**src/rtl/keypad_cmd_if.sv**
```systemverilog
// Press-command channel between the test sequencer and the keypad emulator.
interface keypad_cmd_if #(
  parameter int HOLD_W = 24
);
  logic              cmd_valid;
  logic              cmd_ready;
  logic [3:0]        cmd_key;
  logic [HOLD_W-1:0] cmd_hold;

  modport master (
    output cmd_valid,
    output cmd_key,
    output cmd_hold,
    input  cmd_ready
  );

  modport slave (
    input  cmd_valid,
    input  cmd_key,
    input  cmd_hold,
    output cmd_ready
  );
endinterface

```
**src/rtl/keypad_matrix_emulator.sv**
```systemverilog
// Emulates one key of a 4x4 passive matrix keypad: scripted press with bounce,
// hold, release bounce and an inter-key gap, answering the scanner's column strobes.
module keypad_matrix_emulator #(
  parameter logic [15:0] BOUNCE_CYCLES = 16'd64,
  parameter logic [15:0] GAP_CYCLES    = 16'd32,
  parameter int          HOLD_W        = 24,
  parameter logic [15:0] LFSR_SEED     = 16'hACE1
) (
  input  logic               clk,
  input  logic               resetn,
  keypad_cmd_if.slave        cmdIf,
  input  logic [3:0]         key_col,
  output logic [3:0]         key_row,
  output logic               contact,
  output logic               busy,
  output logic               done
);

  typedef enum logic [2:0] {
    S_IDLE,
    S_BOUNCE_DN,
    S_HOLD,
    S_BOUNCE_UP,
    S_GAP
  } state_t;

  state_t            r_state;
  state_t            w_nextState;
  logic [15:0]       r_cnt;
  logic [15:0]       w_cntNext;
  logic [HOLD_W-1:0] r_holdCnt;
  logic [HOLD_W-1:0] w_holdCntNext;
  logic [HOLD_W-1:0] w_holdLoad;
  logic [15:0]       r_lfsr;
  logic              w_lfsrFb;
  logic              w_inBounce;
  logic [3:0]        r_key;
  logic [3:0]        r_keyRow;
  logic [3:0]        w_rowN;
  logic              w_accept;
  logic              w_contact;
  logic              w_done;

  assign w_accept   = cmdIf.cmd_valid && (r_state == S_IDLE);
  assign w_inBounce = (r_state == S_BOUNCE_DN) || (r_state == S_BOUNCE_UP);
  assign w_lfsrFb   = r_lfsr[15] ^ r_lfsr[13] ^ r_lfsr[12] ^ r_lfsr[10];
  // A requested hold of 0 still gives one stable-closed cycle.
  assign w_holdLoad = (cmdIf.cmd_hold == '0) ? '0 : (cmdIf.cmd_hold - HOLD_W'(1));

  assign cmdIf.cmd_ready = (r_state == S_IDLE);
  assign busy            = (r_state != S_IDLE);
  assign contact         = w_contact;
  assign done            = w_done;
  assign key_row         = r_keyRow;

  // Next-state, dwell counters and contact; zero-length bounce/gap phases are skipped.
  always_comb begin
    w_nextState   = r_state;
    w_cntNext     = r_cnt;
    w_holdCntNext = r_holdCnt;
    w_contact     = 1'b0;
    w_done        = 1'b0;
    case (r_state)
      S_IDLE: begin
        if (w_accept) begin
          w_holdCntNext = w_holdLoad;
          if (BOUNCE_CYCLES != 16'd0) begin
            w_nextState = S_BOUNCE_DN;
            w_cntNext   = BOUNCE_CYCLES - 16'd1;
          end else begin
            w_nextState = S_HOLD;
          end
        end
      end
      S_BOUNCE_DN: begin
        w_contact = r_lfsr[0];
        if (r_cnt == 16'd0) begin
          w_nextState = S_HOLD;
        end else begin
          w_cntNext = r_cnt - 16'd1;
        end
      end
      S_HOLD: begin
        w_contact = 1'b1;
        if (r_holdCnt == '0) begin
          if (BOUNCE_CYCLES != 16'd0) begin
            w_nextState = S_BOUNCE_UP;
            w_cntNext   = BOUNCE_CYCLES - 16'd1;
          end else if (GAP_CYCLES != 16'd0) begin
            w_nextState = S_GAP;
            w_cntNext   = GAP_CYCLES - 16'd1;
          end else begin
            w_nextState = S_IDLE;
            w_done      = 1'b1;
          end
        end else begin
          w_holdCntNext = r_holdCnt - HOLD_W'(1);
        end
      end
      S_BOUNCE_UP: begin
        w_contact = r_lfsr[0];
        if (r_cnt == 16'd0) begin
          if (GAP_CYCLES != 16'd0) begin
            w_nextState = S_GAP;
            w_cntNext   = GAP_CYCLES - 16'd1;
          end else begin
            w_nextState = S_IDLE;
            w_done      = 1'b1;
          end
        end else begin
          w_cntNext = r_cnt - 16'd1;
        end
      end
      S_GAP: begin
        if (r_cnt == 16'd0) begin
          w_nextState = S_IDLE;
          w_done      = 1'b1;
        end else begin
          w_cntNext = r_cnt - 16'd1;
        end
      end
      default: begin
        w_nextState = S_IDLE;
      end
    endcase
  end

  // Pull the latched key's row low only while closed and its column is strobed.
  always_comb begin
    w_rowN = 4'b1111;
    for (int r = 0; r < 4; r++) begin
      w_rowN[r] = ~(w_contact && (2'(r) == r_key[3:2]) && ~key_col[r_key[1:0]]);
    end
  end

  // State register, dwell counters and the key latched at accept.
  always_ff @(posedge clk) begin
    if (!resetn) begin
      r_state   <= S_IDLE;
      r_cnt     <= '0;
      r_holdCnt <= '0;
      r_key     <= '0;
    end else begin
      r_state   <= w_nextState;
      r_cnt     <= w_cntNext;
      r_holdCnt <= w_holdCntNext;
      if (w_accept) begin
        r_key <= cmdIf.cmd_key;
      end
    end
  end

  // Bounce noise source; frozen outside the bounce windows.
  always_ff @(posedge clk) begin
    if (!resetn) begin
      r_lfsr <= LFSR_SEED;
    end else if (w_inBounce) begin
      r_lfsr <= {r_lfsr[14:0], w_lfsrFb};
    end
  end

  // Registered row lines give the scanner a one-cycle response latency.
  always_ff @(posedge clk) begin
    if (!resetn) begin
      r_keyRow <= 4'b1111;
    end else begin
      r_keyRow <= w_rowN;
    end
  end

endmodule

```
**src/flat_wrapper.sv**
```systemverilog
// flat-port wrapper written by rule: the top's interface ports become plain ports
module keypad_matrix_emulator_flat 
#(
  parameter logic [15:0] BOUNCE_CYCLES = 16'd64,
  parameter logic [15:0] GAP_CYCLES    = 16'd32,
  parameter int          HOLD_W        = 24,
  parameter logic [15:0] LFSR_SEED     = 16'hACE1
)
  (clk, resetn, key_col, key_row, contact, busy, done, cmdIf_cmd_valid, cmdIf_cmd_key, cmdIf_cmd_hold, cmdIf_cmd_ready);
  keypad_cmd_if #(.HOLD_W(HOLD_W)) cmdIf_i ();
  input  logic clk;
  input  logic resetn;
  input  logic [3:0] key_col;
  output logic [3:0] key_row;
  output logic contact;
  output logic busy;
  output logic done;
  input wire logic [$bits(cmdIf_i.cmd_valid)-1:0] cmdIf_cmd_valid;
  input wire logic [$bits(cmdIf_i.cmd_key)-1:0] cmdIf_cmd_key;
  input wire logic [$bits(cmdIf_i.cmd_hold)-1:0] cmdIf_cmd_hold;
  output wire logic [$bits(cmdIf_i.cmd_ready)-1:0] cmdIf_cmd_ready;
  assign cmdIf_i.cmd_valid = cmdIf_cmd_valid;
  assign cmdIf_i.cmd_key = cmdIf_cmd_key;
  assign cmdIf_i.cmd_hold = cmdIf_cmd_hold;
  assign cmdIf_cmd_ready = cmdIf_i.cmd_ready;
  keypad_matrix_emulator #(.BOUNCE_CYCLES(BOUNCE_CYCLES), .GAP_CYCLES(GAP_CYCLES), .HOLD_W(HOLD_W), .LFSR_SEED(LFSR_SEED)) u_core (.clk(clk), .resetn(resetn), .cmdIf(cmdIf_i), .key_col(key_col), .key_row(key_row), .contact(contact), .busy(busy), .done(done));
endmodule
```
**config.mk**
```make
export PLATFORM = sky130hd
export DESIGN_NAME = keypad_matrix_emulator_flat
export DESIGN_NICKNAME = d
export VERILOG_FILES = /design/src/rtl/keypad_cmd_if.sv /design/src/rtl/keypad_matrix_emulator.sv /design/src/flat_wrapper.sv
export SDC_FILE = /design/constraint.sdc
export NUM_CORES = 1
export LEC_CHECK = 0
export ABC_AREA = 1
export CAP_MARGIN = 25
export CORE_MARGIN = 2
export CORE_UTILIZATION = 60
export CTS_CLUSTER_SIZE = 12
export DETAILED_ROUTE_END_ITERATION = 10
export GPL_ROUTABILITY_DRIVEN = 0
export PLACE_DENSITY = 0.92
export SYNTH_ARGS = -nofsm -noshare
export SYNTH_HDL_FRONTEND = slang
export SYNTH_SLANG_ARGS = --single-unit
```
**constraint.sdc**
```tcl
create_clock -name clk -period 3.2 [get_ports clk]
set_clock_uncertainty 0.1 [all_clocks]
set_input_delay 0.64 -clock clk [delete_from_list [all_inputs] [get_ports clk]]
set_output_delay 0.64 -clock clk [all_outputs]
set_load 0.01 [all_outputs]
```
-- After elaboration in Yosys (flattened, before gate mapping)
Index checks and enable logic that the tools add are counted.
- logic and storage cells: 75
- bits in registers: 67
- input port bits: 35
- output and inout bits: 8
- reductions and logical operators: 23
- add/subtract/negate cells: 3
- bitwise gates (word level): 8
- $lt $le $gt $ge: 1
- mux-type cells: 20
- eq/ne operators: 14
- operators by type and width (cell ; number):
    $mux 24 ; 3
    $mux 16 ; 4
    $pmux 16 s4 ; 1
    $logic_not 24->1 ; 2
    $pmux 24 s2 ; 1
    $sub 24x1->24 const B ; 2
    $logic_not 16->1 ; 1
    $sub 16x1->16 const B ; 1
    $mux 3 ; 5
    $pmux 3 s5 ; 1
    $logic_and 1x1->1 ; 9
    $ne 2x2->1 const B ; 4
    $eq 3x2->1 const B ; 2
    $ne 2x1->1 const B ; 3
    $not 1->1 ; 5
    $reduce_and 5->1 ; 1
    $eq 2x2->1 const A ; 2
    $reduce_and 4->1 ; 1
    $reduce_bool 4->1 ; 1
    $reduce_or 2->1 ; 2
    $eq 3x1->1 const B ; 1
    $eq 3x3->1 const B ; 1
    $logic_not 3->1 ; 1
    $lt 2x3->1 const B ; 1
    10 further kinds ; 14

-- Logic depth before layout (Yosys ltp)
- depth in word-level cells: 6
- mapped depth: 12
- gate-level depth less buffers: 11

-- Worst setup path before layout
Ideal clock, no wire load.
- path kind: input -> register
- start: input port cmdIf_cmd_hold[0]
- end: register u_core.r_holdCnt[10]
- required time: 2.991 ns
- setup time: 0.109 ns
- data arrival time: 1.751 ns
- stages on the path: 11
- path buffers: 0
- setup slack: 1.240 ns
- cells stage by stage: inv_1 > ha_1 > nand2_1 > nor2_1 > nand2_1 > xor2_1 > nor2_1 > nor2_1 > nand2_1 > nand2_1 > inv_1
- word-level cells in the longest chain between the ends: 4
- elaborated cells between the ends (all ways): 5
- those cells by class: add/sub: 1; mux: 3; reduce/logical: 1
- ends and longest elaborated chain (item ; RTL line ; RTL):
    from (decl) ; flat_wrapper.sv:20 ; input wire logic [$bits(cmdIf_i.cmd_hold)-1:0] cmdIf_cmd_hold;
    $sub 24x1->24 / $logic_not 24->1 (equally long branches) ; keypad_matrix_emulator.sv:48 ; assign w_holdLoad = (cmdIf.cmd_hold == '0) ? '0 : (cmdIf.cmd_hold - HOLD_W'(1));
    $mux 24 * ; keypad_matrix_emulator.sv:48 ;
    $mux 24 * ; keypad_matrix_emulator.sv:65 ; if (w_accept) begin
    $pmux 24 s2 * ; keypad_matrix_emulator.sv:63 ; case (r_state)
    to (signal assigned) ; keypad_matrix_emulator.sv:146 ; r_holdCnt <= w_holdCntNext;
    to (decl) ; keypad_matrix_emulator.sv:31 ; logic [HOLD_W-1:0] r_holdCnt;
Every way passes the cells marked *; elsewhere a longest branch is shown, timed or not. The select of a mux whose other input is x is not followed.
A chain may end at the register's enable or synchronous reset.

-- Final worst setup path
- start: register u_core.r_cnt[0]
- end: output port done
- word-level cells in the longest chain between the ends: 3
- ends and longest elaborated chain (item ; RTL line ; RTL):
    from (decl) ; keypad_matrix_emulator.sv:29 ; logic [15:0] r_cnt;
    from (signal assigned) ; keypad_matrix_emulator.sv:145 ; r_cnt <= w_cntNext;
    $logic_not 16->1 ; keypad_matrix_emulator.sv:102, keypad_matrix_emulator.sv:115 ;
    $mux 1 ; keypad_matrix_emulator.sv:115 ; if (r_cnt == 16'd0) begin
    $mux 1 ; -- ;
    to (decl) ; flat_wrapper.sv:17 ; output logic done;
Every way passes these cells.

==> out/summary.txt <==
row count - 31
Ant. Diodes - 0
# fillers - 622
Crit. End Element - output port
met2 GRT Util - 49.4%
R2R cell count - 8
Netlist Area Pre-Place - 0.00450 mm^2
Hold Path Stages - 1
CP Cell Sequence - inv_1 > ha_1 > nand2_1 > nor2_2 > nand3b_1 > nor2_1 > clkdlybuf4s50_1
design area - 0.00516 mm^2
unrepaired setup endpoints after global routing - false
gr busiest metal - met2
Pleak - 2.41 nW
CP top delay family - buffers and inverters
final setup margin - 289 ps
area leader, netlist - dfxtp_1
normalized max-slew margin - 50.4%
crit path DAT - 2170 ps
total power - 0.00471 W
CP Depth - 7
Final min period - 2910 ps
initial DRC count - 308
Buf/Inv on CP - 2
Power Density - 913 mW/mm^2
Synth Register Bits - 67
post-synthesis cell type count - 28
Fmax - 344 MHz
Fin. Hold Viols - 0
clock root buffer - clkbuf_8
share of cells above drive strength 1 - 5.59%
MaxCap Viol Count - 0
Crit path largest cell delay - 540 ps
global-route wire length before repair - 20000 um
fin util - 71.2%
first-pass iteration count of the detailed router - 6
clock sinks - 67
setup tns final - 0 ps
TritonCTS buffer count - 9
vias in the first global route - 4742
met1 Track Usage GR - 35.2%
synth warn - 0
share of the synthesized area in the top cell type - 29.8%
largest net degree at the start of global routing - 42
CP required - 2460 ps
Mapped Cells - 762
final setup fails - 0
GRT Total Usage - 28.9%
Setup Fix Bufs, Post-CTS - 0
met3 usage - 5.76%
Residual DRC - 0
status - complete, no violations
port buffer count - 42
CP Class - flip-flop to output port
pre-CTS WS - 545 ps
Starting Density - 62.0%
Mapped Nets - 802
worst skew pair latency - 350 ps
startpoint types - flip-flop
Placement Cell Area - 0.00498 mm^2
Slew Viols, Final - 0
synthesis-to-layout area growth - 14.8%
CP Max Fanout - 5
H-tree depth - 3
wirelength, routed - 11600 um
Core ar. - 0.00725 mm^2
grt ovf - 0
DR vias - 5064
die width - 90.6 um
PostCTS Resize Cnt - 0
DIE AREA - 0.00820 mm^2
initial antenna violation count - 0
Hold WC Path Type - flip-flop to flip-flop
Final nets - 840
peak supply drop - 0.000471 V
Vias/cell - 5.60
CTS tree - done
DR WL/cell - 12.8 um
Syn Area/Cell - 5.90 um^2
clk slew on worst S/H paths - 80 ps
Final HPWL DP - 8540 um
Bufs on Longest Clock Path - 2
sequential-to-total area share from yosys stat - 29.8%
I/O pin total - 43
die height - 90.6 um
antenna viol nets, final - 0
Post-CTS Hold Fix Bufs - 0
worst-margin pin slew - 742 ps
Slowest-stage cell, CP - clkdlybuf4s50_1
fin crit share - 91.0%
top cells by area, synth - dfxtp_1, nand2_1, nor2_1
-- layout make-up --
type | count | area [um^2] | share of cell area [%]
flip-flops and latches | 67 | 1340 | 26.0
clock inverters | 4 | 51.3 | 0.993
clock buffers | 12 | 135 | 2.62
repair buffers | 46 | 450 | 8.72
multi-input cells | 594 | 2750 | 53.3
well taps | 99 | 124 | 2.40
inverters | 82 | 308 | 5.96
-- where the power goes --
| part | switching (W) | total, W | internal, W |
|---|---|---|---|
| clock | 0.000331 | 0.000692 | 0.000361 |
| combinational | 0.00173 | 0.00261 | 0.000889 |
| sequential | 0.000284 | 0.00141 | 0.00112 |
| total | 0.00234 | 0.00471 | 0.00237 |
-- synth_stat cells, drive strengths merged --
cell type	instances
or2	5
xor2	14
nand2	197
xnor2	17
buf	9
inv	82
o211ai	1
ha	5
dfxtp	67
nand3b	3
nor3	3
and2	1
o22ai	2
nand4	15
clkbuf	10
o21ai	66
nor2	172
nand3	67
a21oi	26
-- cells in the final DEF, fill, tap and decap left out --
cell type / netlist / final
nand2_1: 191 / 191
clkinv_4: 0 / 1
clkinvlp_4: 0 / 1
clkbuf_1: 10 / 3
nand3b_1: 3 / 3
nor2_4: 2 / 2
inv_2: 10 / 10
buf_4: 2 / 4
a21oi_1: 26 / 26
nand3_2: 2 / 2
or2_2: 4 / 4
clkbuf_8: 0 / 9
o21ai_1: 23 / 23
inv_1: 72 / 72
ha_1: 5 / 5
dfxtp_1: 67 / 67
nand4_1: 15 / 15
nor3_1: 3 / 3
or2_1: 1 / 1
nand3_1: 65 / 65
o211ai_1: 1 / 1
nor2_1: 166 / 166
and2_1: 1 / 1
xnor2_1: 17 / 17
nor2_2: 4 / 4
clkdlybuf4s50_1: 0 / 42
clkinv_2: 0 / 1
o21ai_0: 43 / 43
nand2_2: 6 / 6
bufinv_16: 0 / 1
o22ai_1: 2 / 2
xor2_1: 14 / 14
-- per-layer routing --
metal / up-vias / routed length [um]
met4: 0 / 280
met3: 37 / 885
li1: 2496 / -
met2: 256 / 5490
met5: - / 0
met1: 2275 / 4920
-- final timing paths --
check,startpoint,to,slack [ps]
max,u_core.r_cnt[0]$_SDFFE_PN0P_,done,290
min,u_core.r_key[2]$_SDFFE_PN0P_,u_core.key_row[3]$_SDFF_PN1_,330
min reg2reg,u_core.r_key[2]$_SDFFE_PN0P_,u_core.key_row[3]$_SDFF_PN1_,330
max reg2reg,u_core.r_state[2]$_SDFFE_PN0P_,u_core.r_holdCnt[12]$_SDFFE_PN0P_,870
-- flip-flops by register name, summed over array words and instances (netlist names) --
register / cells
u_core.r_key: 4
u_core.key_row: 4
u_core.r_lfsr: 16
u_core.r_holdCnt: 24
u_core.r_cnt: 16
u_core.r_state: 3
-- cells by family (layout without fill, tap and decap cells) --
| logic type | after synthesis | after routing | synth area share, % |
|---|---|---|---|
| compound gates | 95 | 95 | 10.7 |
| fa+ha+maj | 5 | 5 | 1.39 |
| buf+inv | 101 | 144 | 8.93 |
| simple gates | 463 | 463 | 43.1 |
| xor+xnor | 31 | 31 | 6.04 |
| flops | 67 | 67 | 29.8 |
-- metrics by stage --
stage          hold slack (ps)  cells
2_1_floorplan              294    762
3_3_place_gp               304    888
3_5_place_dp               318    888
4_1_cts                    331    904
5_1_grt                    368    904
6_report                   333    904
Power figures use the tool's default switching activity.
